<file path="src/rtl/reimu_shot_ctrl_pkg.sv">
// Shared game definitions: coordinate width, play-field bounds, cooldown FSM states.
// Latency: none (types, constants and a helper function only).
// Backpressure: not applicable.
package reimu_shot_ctrl_pkg;

    localparam int COORD_W   = 10;
    localparam int Y_TOP_DEF = 10;
    localparam int SCREEN_W  = 640;
    localparam int SCREEN_H  = 480;

    typedef logic [COORD_W-1:0] coord_t;

    typedef enum logic {
        READY = 1'b0,
        COOL  = 1'b1
    } cool_state_t;

    // Width of an index able to address n items (at least one bit).
    function automatic int idx_w(input int n);
        return (n <= 1) ? 1 : $clog2(n);
    endfunction

endpackage

</file>
<file path="src/rtl/reimu_shot_ctrl_if.sv">
// Player-side controls in, shot pool state out, for the shot scheduler.
// Latency: wires only; all outputs are registered inside the scheduler.
// Backpressure: none; fire is a level and is simply ignored while not allowed.
interface reimu_shot_ctrl_if
    import reimu_shot_ctrl_pkg::*;
#(
    parameter int NSHOT = 4
);
    logic                     gameover;
    logic                     fire;
    coord_t                   reimux;
    coord_t                   reimuy;
    logic [NSHOT-1:0]         hit;
    logic [NSHOT-1:0]         shot_valid;
    logic [COORD_W*NSHOT-1:0] shot_x;
    logic [COORD_W*NSHOT-1:0] shot_y;
    logic                     fire_ack;
    logic                     cool_busy;

    modport master (
        output gameover, fire, reimux, reimuy, hit,
        input  shot_valid, shot_x, shot_y, fire_ack, cool_busy
    );

    modport slave (
        input  gameover, fire, reimux, reimuy, hit,
        output shot_valid, shot_x, shot_y, fire_ack, cool_busy
    );
endinterface

</file>
<file path="src/rtl/reimu_shot_ctrl_shot_slot_alloc.sv">
// Find-first-zero over the live mask: reports whether a slot is free and the lowest free index.
// Latency: combinational.
// Backpressure: none; free=0 tells the caller the pool is full.
module shot_slot_alloc
    import reimu_shot_ctrl_pkg::*;
#(
    parameter int NSHOT = 4,
    parameter int IW    = idx_w(NSHOT)
) (
    input  logic [NSHOT-1:0] shot_valid,
    output logic             free,
    output logic [IW-1:0]    k
);

    // Scan from the top down so the last hit, the lowest free index, wins.
    always_comb begin
        free = 1'b0;
        k    = '0;
        for (int i = NSHOT - 1; i >= 0; i--) begin
            if (!shot_valid[i]) begin
                free = 1'b1;
                k    = IW'(i);
            end
        end
    end

endmodule

</file>
<file path="src/rtl/reimu_shot_ctrl.sv">
// Player-shot scheduler: launches shots into the lowest free slot, moves them up, retires them.
// Latency: one tick; a launch sampled on an edge is visible on the outputs right after it.
// Backpressure: fire is refused (no fire_ack) while cooling down or while every slot is live.
module reimu_shot_ctrl
    import reimu_shot_ctrl_pkg::*;
#(
    parameter int NSHOT      = 4,
    parameter int COOLDOWN   = 6,
    parameter int SHOT_SPEED = 10,
    parameter int SHOT_YOFF  = 10,
    parameter int Y_TOP      = Y_TOP_DEF
) (
    input  logic                clk22,
    input  logic                rst,
    reimu_shot_ctrl_if.slave    bus
);

    localparam int                 IW       = idx_w(NSHOT);
    localparam int                 CW       = idx_w(COOLDOWN + 1);
    localparam logic [COORD_W:0]   RETIRE_Y = (COORD_W + 1)'(Y_TOP + SHOT_SPEED);
    localparam coord_t             SPEED    = coord_t'(SHOT_SPEED);
    localparam coord_t             YOFF     = coord_t'(SHOT_YOFF);
    localparam logic [CW-1:0]      CNT_LOAD = CW'(COOLDOWN);

    cool_state_t              state;
    logic [CW-1:0]            cnt;
    logic                     fire_ack_q;
    logic [NSHOT-1:0]         valid_q;
    coord_t                   sx_q [NSHOT];
    coord_t                   sy_q [NSHOT];
    logic [COORD_W*NSHOT-1:0] sx_flat;
    logic [COORD_W*NSHOT-1:0] sy_flat;

    logic                     slot_free;
    logic [IW-1:0]            slot_k;
    logic                     clear;
    logic                     launch;
    coord_t                   launch_y;

    // Gameover wipes the field exactly like reset does.
    assign clear    = !rst || bus.gameover;
    // Free-slot search looks at the live mask from the start of the tick, so
    // slots retiring this tick are not reusable until the next one.
    assign launch   = bus.fire && (state == READY) && slot_free;
    assign launch_y = (bus.reimuy < YOFF) ? '0 : bus.reimuy - YOFF;

    shot_slot_alloc #(
        .NSHOT (NSHOT),
        .IW    (IW)
    ) u_alloc (
        .shot_valid (valid_q),
        .free       (slot_free),
        .k          (slot_k)
    );

    // Cooldown FSM: a launch arms the counter, which drains one per tick back to READY.
    always_ff @(posedge clk22) begin
        if (clear) begin
            state      <= READY;
            cnt        <= '0;
            fire_ack_q <= 1'b0;
        end else begin
            fire_ack_q <= launch;
            case (state)
                READY: begin
                    if (launch && (COOLDOWN > 0)) begin
                        state <= COOL;
                        cnt   <= CNT_LOAD;
                    end
                end
                COOL: begin
                    cnt <= cnt - 1'b1;
                    if (cnt == CW'(1)) begin
                        state <= READY;
                    end
                end
                default: state <= READY;
            endcase
        end
    end

    // Slot pool: kill on hit, retire near the top, otherwise move up; then place any new shot.
    always_ff @(posedge clk22) begin
        if (clear) begin
            valid_q <= '0;
            for (int i = 0; i < NSHOT; i++) begin
                sx_q[i] <= '0;
                sy_q[i] <= '0;
            end
        end else begin
            for (int i = 0; i < NSHOT; i++) begin
                if (valid_q[i]) begin
                    if (bus.hit[i]) begin
                        valid_q[i] <= 1'b0;
                    end else if ({1'b0, sy_q[i]} < RETIRE_Y) begin
                        valid_q[i] <= 1'b0;
                    end else begin
                        sy_q[i] <= sy_q[i] - SPEED;
                    end
                end
            end
            // The launch slot was free at tick start, so it never collides with a move above.
            if (launch) begin
                valid_q[slot_k] <= 1'b1;
                sx_q[slot_k]    <= bus.reimux;
                sy_q[slot_k]    <= launch_y;
            end
        end
    end

    // Flatten per-slot coordinates onto the packed output buses.
    always_comb begin
        sx_flat = '0;
        sy_flat = '0;
        for (int i = 0; i < NSHOT; i++) begin
            sx_flat[i*COORD_W +: COORD_W] = sx_q[i];
            sy_flat[i*COORD_W +: COORD_W] = sy_q[i];
        end
    end

    assign bus.shot_valid = valid_q;
    assign bus.shot_x     = sx_flat;
    assign bus.shot_y     = sy_flat;
    assign bus.fire_ack   = fire_ack_q;
    assign bus.cool_busy  = (state == COOL);

endmodule

</file>
<file path="src/flat_wrapper.sv">
// flat-port wrapper written by rule: the top's interface ports become plain ports
module reimu_shot_ctrl_flat import reimu_shot_ctrl_pkg::*;
#(
    parameter int NSHOT      = 4,
    parameter int COOLDOWN   = 6,
    parameter int SHOT_SPEED = 10,
    parameter int SHOT_YOFF  = 10,
    parameter int Y_TOP      = Y_TOP_DEF
)
  (clk22, rst, bus_gameover, bus_fire, bus_reimux, bus_reimuy, bus_hit, bus_shot_valid, bus_shot_x, bus_shot_y, bus_fire_ack, bus_cool_busy);
  reimu_shot_ctrl_if #(.NSHOT(NSHOT)) bus_i ();
  input  logic clk22;
  input  logic rst;
  input wire logic [$bits(bus_i.gameover)-1:0] bus_gameover;
  input wire logic [$bits(bus_i.fire)-1:0] bus_fire;
  input wire logic [$bits(bus_i.reimux)-1:0] bus_reimux;
  input wire logic [$bits(bus_i.reimuy)-1:0] bus_reimuy;
  input wire logic [$bits(bus_i.hit)-1:0] bus_hit;
  output wire logic [$bits(bus_i.shot_valid)-1:0] bus_shot_valid;
  output wire logic [$bits(bus_i.shot_x)-1:0] bus_shot_x;
  output wire logic [$bits(bus_i.shot_y)-1:0] bus_shot_y;
  output wire logic [$bits(bus_i.fire_ack)-1:0] bus_fire_ack;
  output wire logic [$bits(bus_i.cool_busy)-1:0] bus_cool_busy;
  assign bus_i.gameover = bus_gameover;
  assign bus_i.fire = bus_fire;
  assign bus_i.reimux = bus_reimux;
  assign bus_i.reimuy = bus_reimuy;
  assign bus_i.hit = bus_hit;
  assign bus_shot_valid = bus_i.shot_valid;
  assign bus_shot_x = bus_i.shot_x;
  assign bus_shot_y = bus_i.shot_y;
  assign bus_fire_ack = bus_i.fire_ack;
  assign bus_cool_busy = bus_i.cool_busy;
  reimu_shot_ctrl #(.NSHOT(NSHOT), .COOLDOWN(COOLDOWN), .SHOT_SPEED(SHOT_SPEED), .SHOT_YOFF(SHOT_YOFF), .Y_TOP(Y_TOP)) u_core (.clk22(clk22), .rst(rst), .bus(bus_i));
endmodule
</file>
<file path="config.mk">
export PLATFORM = sky130hd
export DESIGN_NAME = reimu_shot_ctrl_flat
export DESIGN_NICKNAME = d
export VERILOG_FILES = /design/src/rtl/reimu_shot_ctrl_pkg.sv /design/src/rtl/reimu_shot_ctrl_if.sv /design/src/rtl/reimu_shot_ctrl_shot_slot_alloc.sv /design/src/rtl/reimu_shot_ctrl.sv /design/src/flat_wrapper.sv
export SDC_FILE = /design/constraint.sdc
export NUM_CORES = 1
export LEC_CHECK = 0
export BUFFER_PORTS_ARGS = -buffer_cell sky130_fd_sc_hd__buf_2
export CAP_MARGIN = 20
export CELL_PAD_IN_SITES_DETAIL_PLACEMENT = 0
export CELL_PAD_IN_SITES_GLOBAL_PLACEMENT = 1
export CORE_ASPECT_RATIO = 1.2
export CORE_MARGIN = 8
export CORE_UTILIZATION = 35
export CTS_CLUSTER_SIZE = 16
export DETAILED_ROUTE_END_ITERATION = 7
export HOLD_SLACK_MARGIN = 0.15
export PLACE_DENSITY_LB_ADDON = 0.05
export RECOVER_POWER = 25
export SLEW_MARGIN = 20
export SYNTH_ARGS = -nofsm -noshare
export SYNTH_HDL_FRONTEND = slang
export SYNTH_SLANG_ARGS = --single-unit
</file>
<file path="constraint.sdc">
create_clock -name clk22 -period 3.44 [get_ports clk22]
set_clock_uncertainty 0.05 [all_clocks]
set_input_delay 0.344 -clock clk22 [delete_from_list [all_inputs] [get_ports clk22]]
set_output_delay 0.344 -clock clk22 [all_outputs]
set_load 0.02 [all_outputs]
</file>
==> metrics.md <==
| Metric | Value |
|---|---|
| N_diodes | 0 |
| Number of buffers created by CTS | 9 |
| Synthesized flop and latch total | 89 |
| Area Growth Syn to Fin | 21.3% |
| Worst setup SP type | register |
| Crit path cell chain | nand2b_1 > nor4b_2 > nand2b_1 > a31o_2 |
| First-pass GRT wire length | 18000 µm |
| Slew margin rel. | 42.3% |
| H-tree levels | 3 |
| TritonCTS Sinks | 89 |
| Critical path's largest stage delay | ~560 ps |
| Fraction of layout cells with a size suffix above 1 | 16.1% |
| Vias/cell | ~5 |
| Slew at the pin closest to its max-slew limit | 859 ps |
| Sw frac | between 20% and 30% |
| Synth Warn # | 0 |
| Post-CTS resize count | 0 |
| Commonest non-fill, non-tap cell in the layout | edfxtp_1 |
| Peak supply drop | 0.000202 V |
| Cell area after synthesis | roughly 4300 µm² |
| Drt total wl | 11900 µm |
| Comb power frac | between 10% and 20% |
| Die Area | around 16000 µm² |
| Uppermost layer routed | met4 |
| CTS clk-pin slew, worst paths | 70 ps |
| Port Buffer Count | 113 |
| # Max-Cap Violations | 0 |
| Root Driver | clkbuf_16 |
| # setup viols final | 0 |
| Fin. Hold Viols | 0 |
| P_leak | a little over 2 nW |
| Fin Hold WS | 300 ps |
| Met2 WL | 5780 µm |
| GRT overflow | 0 |
| Skew-Pair Late Insertion Delay | 330 ps |
| Routed len/inst | between 15 and 20 µm |
| Initial antenna violation count | 0 |
| Total number of vias | 3207 |
| CTS tree | built |
| Cell Int Power | approximately 0.0019 W |
| Chip Height | 137 µm |
| Synth top area cells | edfxtp_1 56%, and2_1 5.8%, dfxtp_1 4.2%, o22ai_1 4.1%, xnor2_1 3.7% |
| Die width | roughly 120 µm |
| Critical path's slowest cell | nand2b_1 |
| Fmax achieved | 422 MHz |
| Fin Setup TNS | 0 ps |
| DP HPWL | 8930 µm |
| Avg Inst Size Synth | 12.0 µm² |
| Hold-fix buffers at CTS | 0 |
| Buf/Inv on CP | 0 |
| WP data arrival | roughly 2300 ps |
| NetSw | 0.000664 W |
| Syn_nets | 393 |
| Distinct cells, synth | 38 |
| Post-layout nets | 502 |
| Post-Route M1 WL | 4960 µm |
| Post-CTS setup buffer count | 0 |
| Core area | 12100 µm² |
| Tmin final | around 2400 ps |
| Hold WC Path Type | in2reg |
| Cells after synthesis | roughly 360 |
| Total track usage | 14.9% |
| Vias in the first global route | 3144 |
| CP Max Fanout | 11 |
| Sequential Power Share | 49.5% |
| Final GP Congestion | 0.799 |
| Violation count after the first detailed-route iteration | 181 |
| Total power | about 0.0026 W |
| Clock power share | 38.4% |
| Most frequent cells in the layout | 80 x edfxtp_1, 59 x clkbuf_1, 54 x buf_2, 40 x and2_1, 28 x o22ai_1 |
| Clock Tree Buf Depth | 2 |
| Setup Crit Path Kind | reg2reg |
| Power per cell area | 494 nW/µm² |
| Cell repeated most along the worst path | nand2b_1 |
| ANT nets after route | 0 |
| Seq/Total Area, Yosys | 60.0% |
| Final core occ | 43.3% |
| Post-route clock period utilization | 68.9% |
| Nature of the critical path endpoint | register |
| Post-route DRC violation count | 0 |
| Status | finished, final reports clean |
| Pins Over Slew Limit | 0 |
| IO Count | 114 |
| Initial Util | a little over a third |
| Req. time, crit path | about 3400 ps |
| Unrepaired setup endpoints after global routing | false |
| Floorplan row count | 44 |
| Met3 WL post-DR | ~970 µm |
| DRT Pass-1 Iters | 4 |
| Top-area cell type share of the netlist area | 55.8% |
| Post-synth top area cell | edfxtp_1 |
| Largest net degree at the start of global routing | 18 |
| Cell family with most CP delay | simple AND/OR/NAND/NOR gates |
-- final cells by class --
cell class                      instances  area, µm²
Multi-Input combinational cell        238       1570
Fill cell                            1221       6830
Tap cell                              161        201
Timing Repair Buffer                  115        507
Clock buffer                           11        275
Sequential cell                        89       2580
Clock inverter                          5       32.5
Inverter                               14       52.6
-- logic make-up (layout without fill, tap and decap cells) --
| family | Yosys count | in the layout | synth area share [%] |
|---|---|---|---|
| AND/OR/NAND/NOR | 142 | 142 | 19.3 |
| flip-flops | 89 | 89 | 60.0 |
| AO/OA/AOI/OAI | 54 | 54 | 8.08 |
| XOR/XNOR | 31 | 31 | 6.31 |
| buffers and inverters | 31 | 145 | 3.31 |
| adder cells (fa/ha/maj) | 7 | 7 | 2.03 |
| multiplexers | 4 | 4 | 0.930 |
-- power by group through the flow --
stage | Sequential, W | Clock [W] | Combinational, W
2_1_floorplan | 0.00135 | 0 | 0.000146
3_3_place_gp | 0.00130 | 0 | 0.000332
3_5_place_dp | 0.00130 | 0 | 0.000330
4_1_cts | 0.00128 | 0.00101 | 0.000332
5_1_grt | 0.00128 | 0.00104 | 0.000345
6_report | 0.00128 | 0.000989 | 0.000314
-- flip-flops by register name (all words and copies together), names as in the netlist --
signal and flops:
u_core.bus.shot_valid 4, u_core.bus.fire_ack 1, u_core.bus.cool_busy 1, u_core.sx_q 40, u_core.cnt 3, u_core.sy_q 40
-- final timing paths --
| path | depth (start not counted) | to | slack [ps] | startpoint |
|---|---|---|---|---|
| max | 4 | u_core.sy_q[3][1] | 1070 | u_core.bus.cool_busy |
| min | 2 | u_core.sx_q[3][8] | 300 | bus_reimux[8] |
| min reg2reg | 2 | u_core.cnt[0] | 460 | u_core.cnt[0] |
| max reg2reg | 4 | u_core.sy_q[3][1] | 1070 | u_core.bus.cool_busy |
-- stage by stage --
step	area, µm²	cells	worst slack, ps
CTS	5300	633	1130
floorplan	4300	358	1380
global route	5220	633	912
finish	5220	633	1070
detailed placement	5000	617	1130
global placement	5000	617	1150
-- synthesized netlist by cell type (all sizes together) --
| library cell | n |
|---|---|
| nor2b | 6 |
| nand3 | 6 |
| a41o | 1 |
| or4 | 1 |
| and2b | 1 |
| a21oi | 5 |
| nor3 | 1 |
| nor3b | 4 |
| and2 | 40 |
| nor4b | 2 |
| dfxtp | 9 |
| xnor2 | 18 |
| nor4bb | 1 |
| o21ai | 10 |
| nand2 | 26 |
| xor2 | 13 |
| o32ai | 8 |
| and3 | 1 |
| or3 | 1 |
| nor2 | 19 |
| nand2b | 5 |
| a221oi | 1 |
| nand4b | 3 |
| nor4 | 15 |
| or4b | 1 |
| nand4 | 1 |
| o22ai | 28 |
| buf | 6 |
| ha | 7 |
| edfxtp | 80 |
| nand3b | 8 |
| mux2i | 4 |
| a31o | 1 |
| inv | 14 |
| clkbuf | 11 |
-- worst reg2reg max path, stage by stage, from the launching register on --
cell and delay, ps:
dfxtp_1 390, nand2b_1 310, nor4b_2 390, nand2b_1 560, a31o_2 360
-- layer usage --
layer	vias up	track usage (%)
met1	1540	18.3
li1	1540	-
met2	113	24.4
met5	-	0
met3	14	3.51
met4	0	6.77
Note: power is estimated with default switching activity, not from simulation.
